--- src/rtl/gray_pkg.sv ---
// Shared Gray-code constants and conversion helpers.
// Functions operate on a 32-bit word; narrower values are zero-extended by the caller.
package gray_pkg;

    localparam int unsigned GRAY_WIDTH_DEFAULT = 8;
    localparam int unsigned GRAY_WIDTH_MIN     = 2;
    localparam int unsigned GRAY_WIDTH_MAX     = 32;

    typedef logic [GRAY_WIDTH_MAX-1:0] gray_word_t;

    function automatic gray_word_t bin2gray(input gray_word_t bin);
        return bin ^ (bin >> 1);
    endfunction

    // Prefix XOR from the MSB down.
    function automatic gray_word_t gray2bin(input gray_word_t g);
        gray_word_t b;
        b[GRAY_WIDTH_MAX-1] = g[GRAY_WIDTH_MAX-1];
        for (int i = GRAY_WIDTH_MAX - 2; i >= 0; i--) begin
            b[i] = b[i+1] ^ g[i];
        end
        return b;
    endfunction

endpackage

--- src/rtl/gray_counter_if.sv ---
// Output bus of the Gray counter; the counter drives it through the master modport.
interface gray_counter_if
    import gray_pkg::*;
#(
    parameter int unsigned WIDTH = GRAY_WIDTH_DEFAULT
);

    logic [WIDTH-1:0] gray;

    modport master (output gray);
    modport slave  (input  gray);

endinterface

--- src/rtl/gray_bin2gray.sv ---
// Purely combinational binary-to-Gray converter.
module gray_bin2gray #(
    parameter int unsigned WIDTH = 8
) (
    input  logic [WIDTH-1:0] bin_i,
    output logic [WIDTH-1:0] gray_o
);

    assign gray_o = bin_i ^ (bin_i >> 1);

endmodule

--- src/rtl/gray_counter.sv ---
// Free-running Gray-code counter: binary count register plus a registered Gray output,
// so the output comes straight from flops and changes exactly one bit per clock.
module gray_counter
    import gray_pkg::*;
#(
    parameter int unsigned WIDTH = GRAY_WIDTH_DEFAULT
) (
    input  logic           clk,
    input  logic           rst_n,
    gray_counter_if.master out_if
);

    if (WIDTH < GRAY_WIDTH_MIN || WIDTH > GRAY_WIDTH_MAX) begin : g_width_check
        $error("gray_counter: WIDTH must be in 2..32");
    end

    logic [WIDTH-1:0] bin_q;
    logic [WIDTH-1:0] bin_d;
    logic [WIDTH-1:0] gray_q;
    logic [WIDTH-1:0] gray_d;

    // Wraps modulo 2^WIDTH; no overflow flag.
    always_comb begin
        bin_d = bin_q + WIDTH'(1);
    end

    // Convert the next count so the Gray register lands in step with bin_q.
    gray_bin2gray #(
        .WIDTH (WIDTH)
    ) u_bin2gray (
        .bin_i  (bin_d),
        .gray_o (gray_d)
    );

    always_ff @(posedge clk or negedge rst_n) begin
        if (!rst_n) begin
            bin_q  <= '0;
            gray_q <= '0;
        end else begin
            bin_q  <= bin_d;
            gray_q <= gray_d;
        end
    end

    assign out_if.gray = gray_q;

endmodule

--- src/flat_wrapper.sv ---
// flat-port wrapper written by rule: the top's interface ports become plain ports
module gray_counter_flat import gray_pkg::*;
#(
    parameter int unsigned WIDTH = GRAY_WIDTH_DEFAULT
)
  (clk, rst_n, out_if_gray);
  gray_counter_if #(.WIDTH(WIDTH)) out_if_i ();
  input  logic clk;
  input  logic rst_n;
  output wire logic [$bits(out_if_i.gray)-1:0] out_if_gray;
  assign out_if_gray = out_if_i.gray;
  gray_counter #(.WIDTH(WIDTH)) u_core (.clk(clk), .rst_n(rst_n), .out_if(out_if_i));
endmodule
--- config.mk ---
export PLATFORM = sky130hd
export DESIGN_NAME = gray_counter_flat
export DESIGN_NICKNAME = d
export VERILOG_FILES = /design/src/rtl/gray_pkg.sv /design/src/rtl/gray_counter_if.sv /design/src/rtl/gray_bin2gray.sv /design/src/rtl/gray_counter.sv /design/src/flat_wrapper.sv
export SDC_FILE = /design/constraint.sdc
export NUM_CORES = 1
export LEC_CHECK = 0
export CORE_UTILIZATION = 43
export CTS_CLUSTER_DIAMETER = 150
export CTS_CLUSTER_SIZE = 8
export DETAILED_ROUTE_END_ITERATION = 7
export PLACE_DENSITY = 0.79
export SLEW_MARGIN = 40
export SYNTH_ARGS = -nofsm -noshare
export SYNTH_HDL_FRONTEND = slang
export SYNTH_HIERARCHICAL = 1
export SYNTH_SLANG_ARGS = --single-unit
--- constraint.sdc ---
create_clock -name clk -period 1.1 [get_ports clk]
set_input_delay 0.33 -clock clk [delete_from_list [all_inputs] [get_ports clk]]
set_output_delay 0.33 -clock clk [all_outputs]
set_load 0.02 [all_outputs]
Yosys cells after proc, flatten, opt, wreduce, memory -nomap -nowiden
Index checks and enable logic that the tools add are counted.
{"block": "totals", "output_inout_bits": 8, "wordCells": 4, "in_bits": 2, "regBits": 16}
{"block": "op_classes", "bitwise_logic": 1, "n_addsub": 1}
{"cell": "$add 8x1->8 const B", "n": 1}
{"cell": "$xor 8x7->8", "n": 1}

Logic depth before layout (Yosys ltp)
{"block": "logic_depth", "word_depth": 2, "depth_mapped": 4, "depth_no_buf": 4}

Hierarchy
The synthesis kept the hierarchy.
{"mod": "gray_counter", "instances": 1, "area_per_inst_um2": 516.7, "cells_each": 32, "seq_area_each_um2": 400.4}
{"mod": "gray_bin2gray", "instances": 1, "area_per_inst_um2": 68.8, "cells_each": 8, "seq_area_each_um2": 0.0}

Least setup slack after synthesis
No wires, ideal clock.
{"block": "synth_timing", "path_kind": "flip-flop to flip-flop", "from": "register u_core.bin_q[2]", "to": "register u_core.gray_q[6] (netlist: u_core/out_if.gray[6])", "setup_slack_ns": -0.056, "t_arrival_ns": 1.077, "n_path_buf": 0, "stages_incl_launch_ff": 5, "setup_ns": 0.079, "required_ns": 1.021, "synth_period_minus_slack_ns": 1.156, "cell_sequence": "dfrtp_1 > nand3_2 > nor3_2 > xor2_1 > xor2_1"}
{"block": "synth_via", "elab_chain_len": 2}
{"element": "from (decl)", "line_no": "gray_counter.sv:17", "text": "logic [WIDTH-1:0] bin_q;"}
{"element": "from (signal assigned)", "line_no": "gray_counter.sv:40", "text": "bin_q <= bin_d;"}
{"element": "$add 8x1->8", "line_no": "gray_counter.sv:24", "text": "bin_d = bin_q + WIDTH'(1);"}
{"element": "named net u_core.bin_d[7]", "line_no": "gray_counter.sv:18", "text": "logic [WIDTH-1:0] bin_d;"}
{"element": "$xor 8x7->8", "line_no": "gray_bin2gray.sv:9", "text": "assign gray_o = bin_i ^ (bin_i >> 1);"}
{"element": "named net u_core.gray_d[6]", "line_no": "gray_counter.sv:20", "text": "logic [WIDTH-1:0] gray_d;"}
{"element": "to (signal assigned)", "line_no": "gray_counter.sv:41", "text": "gray_q <= gray_d;"}
{"element": "to (decl)", "line_no": "gray_counter.sv:19", "text": "logic [WIDTH-1:0] gray_q;"}
The timed path passes the listed nets, and every way through them passes these cells.

Worst setup path after layout
{"block": "layout_timing", "from": "register u_core.bin_q[0]", "to": "register u_core.gray_q[5] (netlist: u_core/out_if.gray[5])"}
Same word-level chain as after synthesis.

==> flow_metrics.py <==
metrics = {
    "yosys": {
        "synth-seq-cells": 16,
        "netlist_area_um2": 586,
        "synthDistinctLibCells": 12,
        "syn-num-nets": 43,
        "syn_inst": 40,
        "synth.avg_cell_area_um2": 14.6,
        "yosys_warnings": 6,
        "yosysSeqAreaShare_pct": 68.4,
    },
    "placed_design": {
        "gp_congestion": 0.799,
        "port_buffers": 9,
        "dp_hpwl_um": 608,
        "place_ws_ns": -0.146,
        "placed_area_um2": 773,
        "dp.cells": 69,
    },
    "sta": {
        "setup_viol": 16,
        "setup_slack_ns": -0.184,
        "hold_viol": 0,
        "timing.setup.tns_ns": -0.764,
        "drv_slew": 0,
        "slew_headroom_pct": 85.5,
        "timing.hold.ws_ns": 0.380,
        "finClkSkew_ns": 0.00184,
        "rsz0062_at_grt": "yes",
        "tightestPinTransition_ns": 0.216,
        "fmax_mhz": 779,
        "post-route-period-util_pct": 117,
        "final.min_clock_period_ns": 1.28,
    },
    "layout": {
        "utilization_pct": 79.4,
        "nets": 65,
        "design_area_um2": 942,
        "drive_gt1_share_pct": 55.7,
        "n_fill_cell": 59,
        "antennaDiodeCount": 0,
        "final_cells": 75,
        "synthToLayoutAreaGrowth_pct": 60.9,
        "final_common_cell": "dfrtp_1",
        "final_cell_mix": "dfrtp_1 (14), xor2_1 (9), buf_6 (8), buf_4 (8)",
    },
    "floorplan": {
        "die_h_um": 38.9,
        "coreArea_mm2": 0.00119,
        "initial_core_util_pct": 49.4,
        "die_x_um": 38.9,
        "num_rows": 12,
        "die-area_mm2": 0.00151,
        "pin_count": 10,
    },
    "global_route": {
        "grt_first_pass_wirelength_um": 1390,
        "grt_use_total_pct": 14.7,
        "grt_pass1_vias": 363,
        "grt.overflow.total": 0,
        "antenna_found_initial": 0,
        "grt_max_degree": 17,
    },
    "critical_path": {
        "worstSetupPathType": "reg2reg",
        "cp.required_ns": 1.30,
        "worstPathArrival_ns": 1.48,
        "r2r_slack_ns": -0.18,
        "crit_fanout": 3,
        "cp-start-kind": "flip-flop",
        "end_kind": "flip-flop",
        "rr_startpoint": "u_core/bin_q[0]",
        "startpoint": "u_core/bin_q[0]",
        "r2r_cells": 5,
        "rr_endpoint": "u_core/out_if.gray[5]",
    },
    "pwr": {
        "total_power_uw": 979,
        "combPwrFrac_pct": 2.3,
        "swShare_pct": 18.4,
        "power.internal_uw": 799,
        "p_switching_uw": 180,
        "vdd_ir_drop_max_uv": 844,
        "cellPowerDensity_mw_per_mm2": 1040,
        "leakage_nw": 0.426,
        "pwr-share-seq_pct": 60.0,
        "p_clk_share_pct": 37.7,
    },
    "detailed_routing": {
        "drcViolationCount": 0,
        "vias": 361,
        "dr.pass1.iters": 1,
        "drt_first_iter_violations": 0,
        "totalWireLength_um": 1030,
        "drtAntennaViolNets": 0,
        "viasPerCell": 4.81,
        "wire_per_inst_um": 13.7,
    },
    "clock_network": {
        "clk_latency_ns": 0.28,
        "cts_tree": "done",
        "h-tree-depth": 1,
        "cts_buffers": 3,
        "path_clk_slew_ns": 0.09,
        "cts_root_buf": "clkbuf_4",
        "clk_path_buf_depth": 2,
        "cts.sinks": 16,
    },
    "flow_run": {
        "maxCapViolCount": 0,
    },
    "outcome": {
        "status": "complete, but fails checks",
        "violations": "setup timing",
    },
    "worst_hold_path": {
        "holdCritPathClass": "in2async",
    },
}
[worst max path at each step]
stage	endpoint	depth (start not counted)
global route	u_core/out_if.gray[5]	5
detailed placement	out_if_gray[1]	1
finish	u_core/out_if.gray[5]	5
floorplan	u_core/out_if.gray[3]	4
global placement	out_if_gray[2]	1
CTS	u_core/out_if.gray[5]	5
[worst max-delay path, stage by stage, from the launching register on]
cell and delay, ns:
dfrtp_2 0.42, nand3_4 0.14, nor2_2 0.15, xor2_1 0.19
buf_4 0.16, xor2_1 0.15
[synth_stat cells]
library cell,n,area (µm²)
and3_1,1,6.26
buf_4,1,7.51
nand2_1,2,7.51
xnor2_1,3,26.3
ha_1,1,12.5
nand3_2,1,10.0
nand3_1,2,10.0
nor2_1,1,3.75
inv_1,1,3.75
xor2_1,10,87.6
dfrtp_1,16,400
nor3_2,1,10.0
[power groups by stage]
stage / combinational [mW] / clock (mW) / sequential (mW)
3_5_place_dp: 0.0233 / 0 / 0.599
3_3_place_gp: 0.0221 / 0 / 0.599
6_report: 0.0222 / 0.369 / 0.588
5_1_grt: 0.0251 / 0.411 / 0.588
2_1_floorplan: 0.000000105 / 0 / 0.599
4_1_cts: 0.0233 / 0.387 / 0.588
[cells by family after synthesis]
kind of cell | share of synthesized area [%]
flip-flops | 68.4
adder cells (fa/ha/maj) | 2.14
AND/OR/NAND/NOR | 8.12
buffers and inverters | 1.92
XOR/XNOR | 19.4
[area by class of cell]
| type | count | area, µm² | share of cell area (%) |
|---|---|---|---|
| sequential | 16 | 403 | 42.8 |
| multi-input combinational | 22 | 302 | 32.0 |
| clock buffer | 4 | 36.3 | 3.85 |
| timing repair buffer | 18 | 180 | 19.1 |
| inverter | 1 | 3.75 | 0.398 |
| tap | 14 | 17.5 | 1.86 |
[timing repair]
| action | 4_1_cts | 5_1_grt |
|---|---|---|
| gates resized for setup | 49 | 14 |
| buffers inserted | 3 | 0 |
| pin swaps | 2 | 1 |
| hold buffers | 0 | 0 |
| endpoints found under the setup margin | 16 | 18 |
[registers in the layout, summed over array words and instances (netlist names)]
signal and cells:
u_core/bin_q 8, u_core/out_if.gray 8
[per-layer routing]
layer / wire length, µm / vias to the layer above / track usage (%)
met5: 0 / - / 0
met4: 7 / 0 / 10.3
li1: - / 170 / -
met3: 21 / 2 / 3.47
met2: 557 / 6 / 24.2
met1: 442 / 183 / 16.5
Note: power is estimated with default switching activity, not from simulation.
==> RTL change: new RTL, config.mk and constraints unchanged <==
Change the package constant `GRAY_WIDTH_DEFAULT` from 8 to 10.
--- a/src/rtl/gray_pkg.sv
+++ b/src/rtl/gray_pkg.sv
@@ -4,3 +4,3 @@
 
-    localparam int unsigned GRAY_WIDTH_DEFAULT = 8;
+    localparam int unsigned GRAY_WIDTH_DEFAULT = 10;
     localparam int unsigned GRAY_WIDTH_MIN     = 2;
Ports: changed (resized out_if_gray); port bits go from 10 to 12. No check against the original RTL was run, so the function may have changed too.
==> RTL change against the original RTL <==
The flow finishes with violations (design-rule violations, negative setup slack). Utilization increased by 3.0 points. Wire length grew 97%. Sequential cell count is 4 higher. Area after synthesis increased by 28%. Power grew 21%. Worst setup slack worse by 0.23 ns. Design area grew 38%. Clock skew is 0.0068 ns higher. Sequential share of layout area shrank 4.2 points. Critical path type unchanged.
==> RTL change: results (changes against the original RTL) <==
| Metric | Value |
|---|---|
| GRT Total Usage | 20.8% (+6.1 points) |
| Final setup fails | 25 (+9) |
| Setup TNS | -4.72 ns (-3.96 ns) |
| Worst Skew | 0.00860 ns (+0.00676 ns) |
| Worst Setup EP | u_core/out_if.gray[8] |
| Worst r2r src | u_core/bin_q[1] |
| Required @ worst endpoint | 1.31 ns |
| Fin Hold WS | 0.372 ns (-0.00849 ns) |
| Clk slew on worst S/H paths | 0.11 ns (+0.02 ns) |
| Seq pwr | 735 uW (+25%) |
| Worst slew pin tran | 0.244 ns (+0.0281 ns) |
| Metal-1 WL | 874 um (+98%) |
| Nets | 97 (+49%) |
| Final Power | 1.18 mW (+21%) |
| Setup crit start | u_core/bin_q[1] |
| Per-cell routed wire length | 18.6 um (+36%) |
| WL final | 2030 um (+97%) |
| Largest net degree at the start of global routing | 21 (+4) |
| # fillers | 70 (+19%) |
| Distinct cells, synth | 14 (+2) |
| Sequential area share after synthesis | 66.7% (-1.7 points) |
| Initial antenna violation count | 0 (unchanged) |
| P_clk | 423 uW (+15%) |
| Met2 WL | 1070 um (+93%) |
| Vias in the first global route | 536 (+48%) |
| CTS buffer count | 3 (unchanged) |
| Pre-CTS WS | -0.301 ns (-0.156 ns) |
| Metal3 WL | 60 um (+190%) |
| Syn nets | 57 (+33%) |
| Setup ws final | -0.410 ns (-0.227 ns) |
| Area of the multi-input gates | 382 sq um (+27%) |
| Share of the synthesized area in the top cell type | 66.7% (-1.7 points) |
| Syn avg cell area | 13.9 sq um (-5.0%) |
| First DRT Iteration DRCs | 23 (+23) |
| Worst skew pair latency | 0.30 ns (+0.02 ns) |
| Post-route DRC | 2 (+2) |
| Placement-stage cell area | 0.00101 sq mm (+30%) |
| Failing checks | design-rule violations, negative setup slack |
| Largest cells by area after synthesis | dfrtp_1, xor2_1, xnor2_1 |
| M3 GR Usage | 6.25% (+2.8 points) |
| Post-synth top cells | dfrtp_1, xor2_1, xnor2_1 |
| Global-route wire length before repair | 2590 um (+87%) |
| Int Pwr | 947 uW (+19%) |
| Status | complete, but fails checks |
| Slowest CP cell | dfrtp_1 |
| Detailed Place HPWL | 970 um (+60%) |
| Lkg Pwr | 0.648 nW (+52%) |
| GPL Wtd Cong | 0.683 (-14%) |
| Ratio of cells with drive above 1 in the final layout | 61.3% (+5.6 points) |
| Met2 GRT Util | 32.8% (+8.7 points) |
| Vias | 557 (+54%) |
| I/O Buffers | 11 (+2) |
| Worst reg-to-reg path cell count | 6 (+1) |
RTL change: cell types whose count changed in the layout (fill, tap and decap cells not counted), sizes merged, moves of 2 or more:
cell and change:
buf +18, dfrtp +4, inv +2, nor2 +2
xor2 +3
RTL change: cells by family (layout without fill, tap and decap cells):
group         Yosys count  count (layout)  synth area share, %
simple gates           12              12                 9.33
fa+ha+maj               1               1                 1.67
buf+inv                 4              43                 2.50
flops                  20              20                 66.7
xor+xnor               17              17                 19.8
RTL change: area by class of cell:
cell class | instances | area share (%)
inverters | 3 | 0.866
well taps | 16 | 1.54
flip-flops and latches | 20 | 38.6
repair buffers | 36 | 26.9
multi-input cells | 30 | 29.4
clock buffers | 4 | 2.79
RTL change: timing repair:
action                                  in CTS  in global routing
endpoints found under the setup margin      25                 27
pin swaps                                   13                  7
buffers inserted                             9                  4
resized for setup                           72                 19
